`src/rtl/i2c_slave_ctrl.sv`:
```
`default_nettype none
// ============================================================================
//  Module      : i2c_slave_ctrl
//  Description : I2C target with START/STOP detection, 7-bit address match,
//                write reception and read transmission. Optional SCL clock
//                stretching while no transmit byte is ready: I2C_SLV_STRETCH_EN.
//  Revision    : 1.0 - initial release
// ============================================================================
module i2c_slave_ctrl #(
    parameter logic [6:0] SLAVE_ADDR  = 7'h50,
    parameter int         SYNC_STAGES = 2
) (
    input  logic       clk,
    input  logic       rst_n,
    input  logic       scl_in,
    input  logic       sda_in,
    output logic       sda_out,
    output logic       scl_out,
    input  logic [7:0] data_in,
    input  logic       tx_valid,
    output logic       tx_load,
    output logic [7:0] data_out,
    output logic       valid,
    output logic       rw,
    output logic       busy,
    output logic       nack_seen,
    output logic       stop_done
);

    typedef enum logic [2:0] {
        ST_IDLE      = 3'd0,
        ST_ADDR      = 3'd1,
        ST_ADDR_ACK  = 3'd2,
        ST_WRITE     = 3'd3,
        ST_WRITE_ACK = 3'd4,
        ST_READ      = 3'd5,
        ST_READ_ACK  = 3'd6
    } state_t;

    logic [SYNC_STAGES-1:0] r_scl_sync;
    logic [SYNC_STAGES-1:0] r_sda_sync;
    logic                   r_scl_prev;
    logic                   r_sda_prev;

    state_t     r_state;
    logic [2:0] r_cnt;
    logic [7:0] r_rx;
    logic [7:0] r_tx;
    logic       r_byte_done;
    logic       r_acked;
    logic       r_sda_out;
    logic [7:0] r_data_out;
    logic       r_valid;
    logic       r_tx_load;
    logic       r_rw;
    logic       r_busy;
    logic       r_nack_seen;
    logic       r_stop_done;

    logic       w_scl;
    logic       w_sda;
    logic       w_scl_rise;
    logic       w_scl_fall;
    logic       w_start;
    logic       w_stop;
    logic [2:0] w_cnt_dec;
    logic       w_load_point;

`ifdef I2C_SLV_STRETCH_EN
    logic r_scl_out;
    logic r_wait;
    logic r_release;
    assign scl_out = r_scl_out;
`else
    logic w_unused_tx_valid;
    assign w_unused_tx_valid = tx_valid;
    assign scl_out = 1'b1;
`endif

    assign w_scl      = r_scl_sync[SYNC_STAGES-1];
    assign w_sda      = r_sda_sync[SYNC_STAGES-1];
    assign w_scl_rise = ~r_scl_prev & w_scl;
    assign w_scl_fall = r_scl_prev & ~w_scl;
    assign w_start    = r_scl_prev & w_scl & r_sda_prev & ~w_sda;
    assign w_stop     = r_scl_prev & w_scl & ~r_sda_prev & w_sda;
    assign w_cnt_dec  = r_cnt - 3'd1;

    // Both ACK phases of a read hand over to a fresh transmit byte on the SCL fall
    assign w_load_point = w_scl_fall &
                          (((r_state == ST_ADDR_ACK) && r_rw) ||
                           ((r_state == ST_READ_ACK) && r_acked));

    always_ff @(posedge clk or negedge rst_n) begin
        if (!rst_n) begin
            r_scl_sync <= '1;
            r_sda_sync <= '1;
            r_scl_prev <= 1'b1;
            r_sda_prev <= 1'b1;
        end else begin
            r_scl_sync <= {r_scl_sync[SYNC_STAGES-2:0], scl_in};
            r_sda_sync <= {r_sda_sync[SYNC_STAGES-2:0], sda_in};
            r_scl_prev <= w_scl;
            r_sda_prev <= w_sda;
        end
    end

    always_ff @(posedge clk or negedge rst_n) begin
        if (!rst_n) begin
            r_state     <= ST_IDLE;
            r_cnt       <= 3'd7;
            r_rx        <= 8'h00;
            r_tx        <= 8'h00;
            r_byte_done <= 1'b0;
            r_acked     <= 1'b0;
            r_sda_out   <= 1'b1;
            r_data_out  <= 8'h00;
            r_valid     <= 1'b0;
            r_tx_load   <= 1'b0;
            r_rw        <= 1'b0;
            r_busy      <= 1'b0;
            r_nack_seen <= 1'b0;
            r_stop_done <= 1'b0;
`ifdef I2C_SLV_STRETCH_EN
            r_scl_out   <= 1'b1;
            r_wait      <= 1'b0;
            r_release   <= 1'b0;
`endif
        end else begin
            r_valid     <= 1'b0;
            r_tx_load   <= 1'b0;
            r_nack_seen <= 1'b0;
            r_stop_done <= 1'b0;
            if (w_stop) begin
                r_state     <= ST_IDLE;
                r_cnt       <= 3'd7;
                r_byte_done <= 1'b0;
                r_acked     <= 1'b0;
                r_sda_out   <= 1'b1;
                r_busy      <= 1'b0;
                r_stop_done <= 1'b1;
`ifdef I2C_SLV_STRETCH_EN
                r_scl_out   <= 1'b1;
                r_wait      <= 1'b0;
                r_release   <= 1'b0;
`endif
            end else if (w_start) begin
                r_state     <= ST_ADDR;
                r_cnt       <= 3'd7;
                r_byte_done <= 1'b0;
                r_acked     <= 1'b0;
                r_sda_out   <= 1'b1;
`ifdef I2C_SLV_STRETCH_EN
                r_scl_out   <= 1'b1;
                r_wait      <= 1'b0;
                r_release   <= 1'b0;
`endif
            end else begin
                case (r_state)
                    ST_ADDR, ST_WRITE: begin
                        if (w_scl_rise) begin
                            r_rx <= {r_rx[6:0], w_sda};
                            if (r_cnt != 3'd0) r_cnt <= w_cnt_dec;
                            else               r_byte_done <= 1'b1;
                        end else if (w_scl_fall && r_byte_done) begin
                            r_byte_done <= 1'b0;
                            if (r_state == ST_WRITE) begin
                                r_data_out <= r_rx;
                                r_valid    <= 1'b1;
                                r_state    <= ST_WRITE_ACK;
                                r_sda_out  <= 1'b0;
                            end else if (r_rx[7:1] == SLAVE_ADDR) begin
                                r_state   <= ST_ADDR_ACK;
                                r_sda_out <= 1'b0;
                                r_rw      <= r_rx[0];
                                r_busy    <= 1'b1;
                            end else begin
                                r_state   <= ST_IDLE;
                                r_sda_out <= 1'b1;
                            end
                        end
                    end
                    ST_ADDR_ACK: begin
                        if (w_scl_fall) begin
                            r_cnt <= 3'd7;
                            if (r_rw) begin
                                r_state <= ST_READ;
                            end else begin
                                r_state   <= ST_WRITE;
                                r_sda_out <= 1'b1;
                            end
                        end
                    end
                    ST_WRITE_ACK: begin
                        if (w_scl_fall) begin
                            r_state   <= ST_WRITE;
                            r_sda_out <= 1'b1;
                            r_cnt     <= 3'd7;
                        end
                    end
                    ST_READ: begin
                        if (w_scl_fall) begin
                            if (r_cnt != 3'd0) begin
                                r_sda_out <= r_tx[w_cnt_dec];
                                r_cnt     <= w_cnt_dec;
                            end else begin
                                r_state   <= ST_READ_ACK;
                                r_sda_out <= 1'b1;
                            end
                        end
                    end
                    ST_READ_ACK: begin
                        if (w_scl_rise) begin
                            if (w_sda) begin
                                r_nack_seen <= 1'b1;
                                r_state     <= ST_IDLE;
                                r_busy      <= 1'b0;
                            end else begin
                                r_acked <= 1'b1;
                            end
                        end else if (w_scl_fall && r_acked) begin
                            r_acked <= 1'b0;
                            r_state <= ST_READ;
                            r_cnt   <= 3'd7;
                        end
                    end
                    default: ;
                endcase

                if (w_load_point) begin
`ifdef I2C_SLV_STRETCH_EN
                    if (tx_valid) begin
                        r_tx      <= data_in;
                        r_sda_out <= data_in[7];
                        r_tx_load <= 1'b1;
                    end else begin
                        r_scl_out <= 1'b0;
                        r_wait    <= 1'b1;
                    end
`else
                    r_tx      <= data_in;
                    r_sda_out <= data_in[7];
                    r_tx_load <= 1'b1;
`endif
                end

`ifdef I2C_SLV_STRETCH_EN
                // SCL is released one clk after the late byte lands so SDA is already settled
                if (r_wait && tx_valid) begin
                    r_tx      <= data_in;
                    r_sda_out <= data_in[7];
                    r_tx_load <= 1'b1;
                    r_wait    <= 1'b0;
                    r_release <= 1'b1;
                end
                if (r_release) begin
                    r_scl_out <= 1'b1;
                    r_release <= 1'b0;
                end
`endif
            end
        end
    end

    assign sda_out   = r_sda_out;
    assign data_out  = r_data_out;
    assign valid     = r_valid;
    assign tx_load   = r_tx_load;
    assign rw        = r_rw;
    assign busy      = r_busy;
    assign nack_seen = r_nack_seen;
    assign stop_done = r_stop_done;

endmodule
`default_nettype wire

```
`config.mk`:
```
export PLATFORM = sky130hd
export DESIGN_NAME = i2c_slave_ctrl
export DESIGN_NICKNAME = d
export VERILOG_FILES = /design/src/rtl/i2c_slave_ctrl.sv
export SDC_FILE = /design/constraint.sdc
export NUM_CORES = 1
export LEC_CHECK = 0
export BUFFER_PORTS_ARGS = -buffer_cell sky130_fd_sc_hd__buf_2
export CAP_MARGIN = 5
export CORE_AREA = 2 2 80 82
export DETAILED_ROUTE_END_ITERATION = 16
export DIE_AREA = 0 0 82 84
export SETUP_SLACK_MARGIN = 0.4
export SYNTH_ARGS = -nofsm -noshare
export SYNTH_HDL_FRONTEND = slang
export SYNTH_SLANG_ARGS = --single-unit
```
`constraint.sdc`:
```
create_clock -name clk -period 4.05 [get_ports clk]
set_input_delay 0.2025 -clock clk [delete_from_list [all_inputs] [get_ports clk]]
set_output_delay 0.2025 -clock clk [all_outputs]
set_load 0.02 [all_outputs]
```
==> key figures <==
Setup path
  • Worst path slowest cell: nor3b_2
  • Delay of the slowest cell on the worst path: between 700 and 800 ps
  • Critical path, cell by cell: nand2b_1 > nor3b_2 > a2111oi_1 > o21ba_1 > a211oi_2
  • CP endpoint kind: register
  • Reg2reg start: r_state[1]
  • Crit Reg-Reg Endpoint: sda_out
  • WP data arrival: around 2600 ps
  • Reg-to-reg slack, setup: 1660 ps
  • WP buf/inv: 0
  • Cells on worst reg2reg path: 5
  • Data required, critical path: approximately 4300 ps
  • Crit Path Category: register to register
  • Crit-path max FO: 21
  • Top delay family on crit path: simple AND/OR/NAND/NOR gates
  • Worst setup SP type: register

Power
  • Leak: 1.21 nW
  • Switching part of the total power: 0.308
  • Clock power share: 0.260
  • Sequential Power Share: 0.520
  • Comb power frac: 0.220
  • Total power: 1.06 mW
  • Worst IR drop on VDD: about 0.2 mV
  • Power Dens Cells: 411 mW/mm2
  • Internal Power: around 0.73 mW
  • Sw Pwr: between 0.3 and 0.4 mW

Yosys
  • Area leader, netlist: dfrtp_1
  • Yosys reg bits: 45
  • Distinct cell type count after synthesis: 61
  • Post-Syn Nets: approximately 210
  • Main synth FF type: dfrtp_1
  • Ys async rst share: 1.00
  • Top-area cell type share of the netlist area: 0.377
  • Mean Syn Cell Area: 11.8 um2
  • Post-Syn Area: 0.00232 mm2
  • Synth top area cells: dfrtp_1, dfstp_2, mux2_2
  • Commonest cells in the synthesized netlist: dfrtp_1, mux2_2, nor2_1
  • Ys Warns: 0
  • Post-synthesis cell count: 197
  • Most frequent cell after synthesis: dfrtp_1
  • Sequential share of the synthesized area: 0.490
  • Number of synthesized flops with an enable pin: 0

Die
  • I/O pin total: 29
  • Die footprint: around 0.0069 mm2
  • Cell Rows: 29
  • Initial Utilization: 0.381
  • Die W: a little over 80 um
  • Vert. Die Dim: around 84 um
  • Core Area: 0.00610 mm2

Routing
  • Met2 wire len: 2010 um
  • Vias: 1,587
  • Drt first-iter violations: about 130
  • Routed Wire Length: approximately 4400 um
  • Met1 WL: 2140 um
  • Drt pass-1 iters: 4
  • Routed wl met3: about 140 um
  • DRC: 0
  • Top Layer Used: met4
  • Vias/cell: between 5 and 6
  • Antenna Nets Post-Route: 0
  • Wire per inst: between 10 and 15 um

Layout
  • Area growth syn-to-layout: 10.8%
  • Share of cells above drive strength 1: 0.320
  • Fillers: around 610
  • Layout Cells excl Fill: about 300
  • Number of diodes: 0
  • Fin nets: ~240

GRT
  • Total GRT Usage: 0.143
  • Grt total ovfl: 0
  • Vias in the first global route: about 1,500
  • Initial antenna violation count: 0
  • First-pass GRT wire length: ~7600 um
  • Largest net degree at the start of global routing: 46

Clock tree
  • H-tree depth: 2
  • Clk Latency, worst-skew pair: ~300 ps
  • CTS tree: done
  • Clk buf depth: 2
  • Clock transition at path regs: about 90 ps
  • Total CTS buffers: 5
  • Post-CTS Hold Buffers: 2
  • CTS Sinks: 45
  • CTS root buffer: clkbuf_8
  • Post-CTS sizing: 0
  • Post-CTS setup buffers: 0

Outcome
  • Outcome: finished, final reports clean

Timing
  • Setup violations, final: 0
  • Max Clk Rate: 418 MHz
  • Final Max Tran Viols: 0
  • Final Cycle Share: 0.591
  • Max-slew headroom: 0.344
  • Hold Fails Final Rpt: 0
  • Clock skew: around 11 ps
  • Crit path time final: 2390 ps
  • Setup TNS: 0 ps
  • Slew @ Worst Pin: 984 ps
  • RSZ-0062 raised after global routing: false

Placement
  • Placed insts: about 290
  • Routability congestion estimate: between 0.7 and 0.8
  • Dpl hpwl: approximately 3000 um
  • Count of buffers from port buffering: 26

Run
  • Total of max-cap violations: 0

Worst hold path
  • HP Class: primary input to asynchronous set/reset pin
stage by stage:
stage	cell area, um2	setup WS [ps]	utilization	hold slack [ps]
floorplan	2320	2000	-	-93.1
finish	2570	1660	0.422	53.0
global placement	2470	1700	0.405	307
detailed placement	2470	1660	0.405	310
global route	2570	1390	0.422	113
CTS	2570	1640	0.422	96.8
area by class of cell:
type	count	area (um2)	share of cell area
Clock inverter	1	7.51	0.00292
Clock buffer	7	76.3	0.0296
Tap cell	77	96.3	0.0374
Timing Repair Buffer	28	150	0.0583
Sequential cell	45	1140	0.442
Multi-Input combinational cell	134	1080	0.419
Inverter	7	26.3	0.0102
state kept, by name, summed over array words and instances, names as in the netlist, 2 cells and up:
signal,count
r_rx,8
r_cnt,3
r_scl_sync,2
r_tx,8
r_sda_sync,2
r_state,3
data_out,8
how the worst max path moves through the flow:
stage / start / to / slack, ps / depth (start not counted)
2_1_floorplan: r_cnt[0] / r_state[1] / 2000 / 8
4_1_cts: r_state[1] / sda_out / 1640 / 5
3_3_place_gp: r_state[1] / sda_out / 1700 / 5
6_report: r_state[1] / sda_out / 1660 / 5
5_1_grt: r_state[1] / sda_out / 1390 / 5
3_5_place_dp: r_state[1] / sda_out / 1660 / 5
cell families after synthesis:
| kind of cell | synth area share |
|---|---|
| adder cells (fa/ha/maj) | 0.0108 |
| AO/OA/AOI/OAI | 0.130 |
| multiplexers | 0.168 |
| buffers and inverters | 0.0452 |
| other | 0.00161 |
| XOR/XNOR | 0.0108 |
| flip-flops | 0.490 |
| AND/OR/NAND/NOR | 0.143 |
per-layer routing:
layer	up-vias	global-route usage
met2	31	0.203
li1	764	-
met5	-	0
met1	784	0.207
met3	8	0.0335
met4	0	0.0621
power by group through the flow:
stage | logic [mW] | clock network, mW | registers, mW
6_report | 0.232 | 0.275 | 0.550
5_1_grt | 0.258 | 0.304 | 0.560
4_1_cts | 0.235 | 0.287 | 0.550
3_5_place_dp | 0.233 | 0 | 0.558
3_3_place_gp | 0.229 | 0 | 0.560
2_1_floorplan | 0.217 | 0 | 0.529
cell usage in the layout (no fill, tap or decap), types with 3 or more instances in the layout:
cell and n:
nor3_1 5, mux2i_1 6, inv_1 6, nand2b_1 4, dfstp_2 10, buf_2 26
nor2b_1 5, o21ai_1 4, nand2_1 7, a21oi_1 4, clkbuf_8 5, or3_1 3
dfrtp_1 35, mux2_2 17, o22ai_1 3, mux2_1 8, o21ai_0 6, and2b_1 3
nor2_1 11
(Power assumes the default switching activity.)
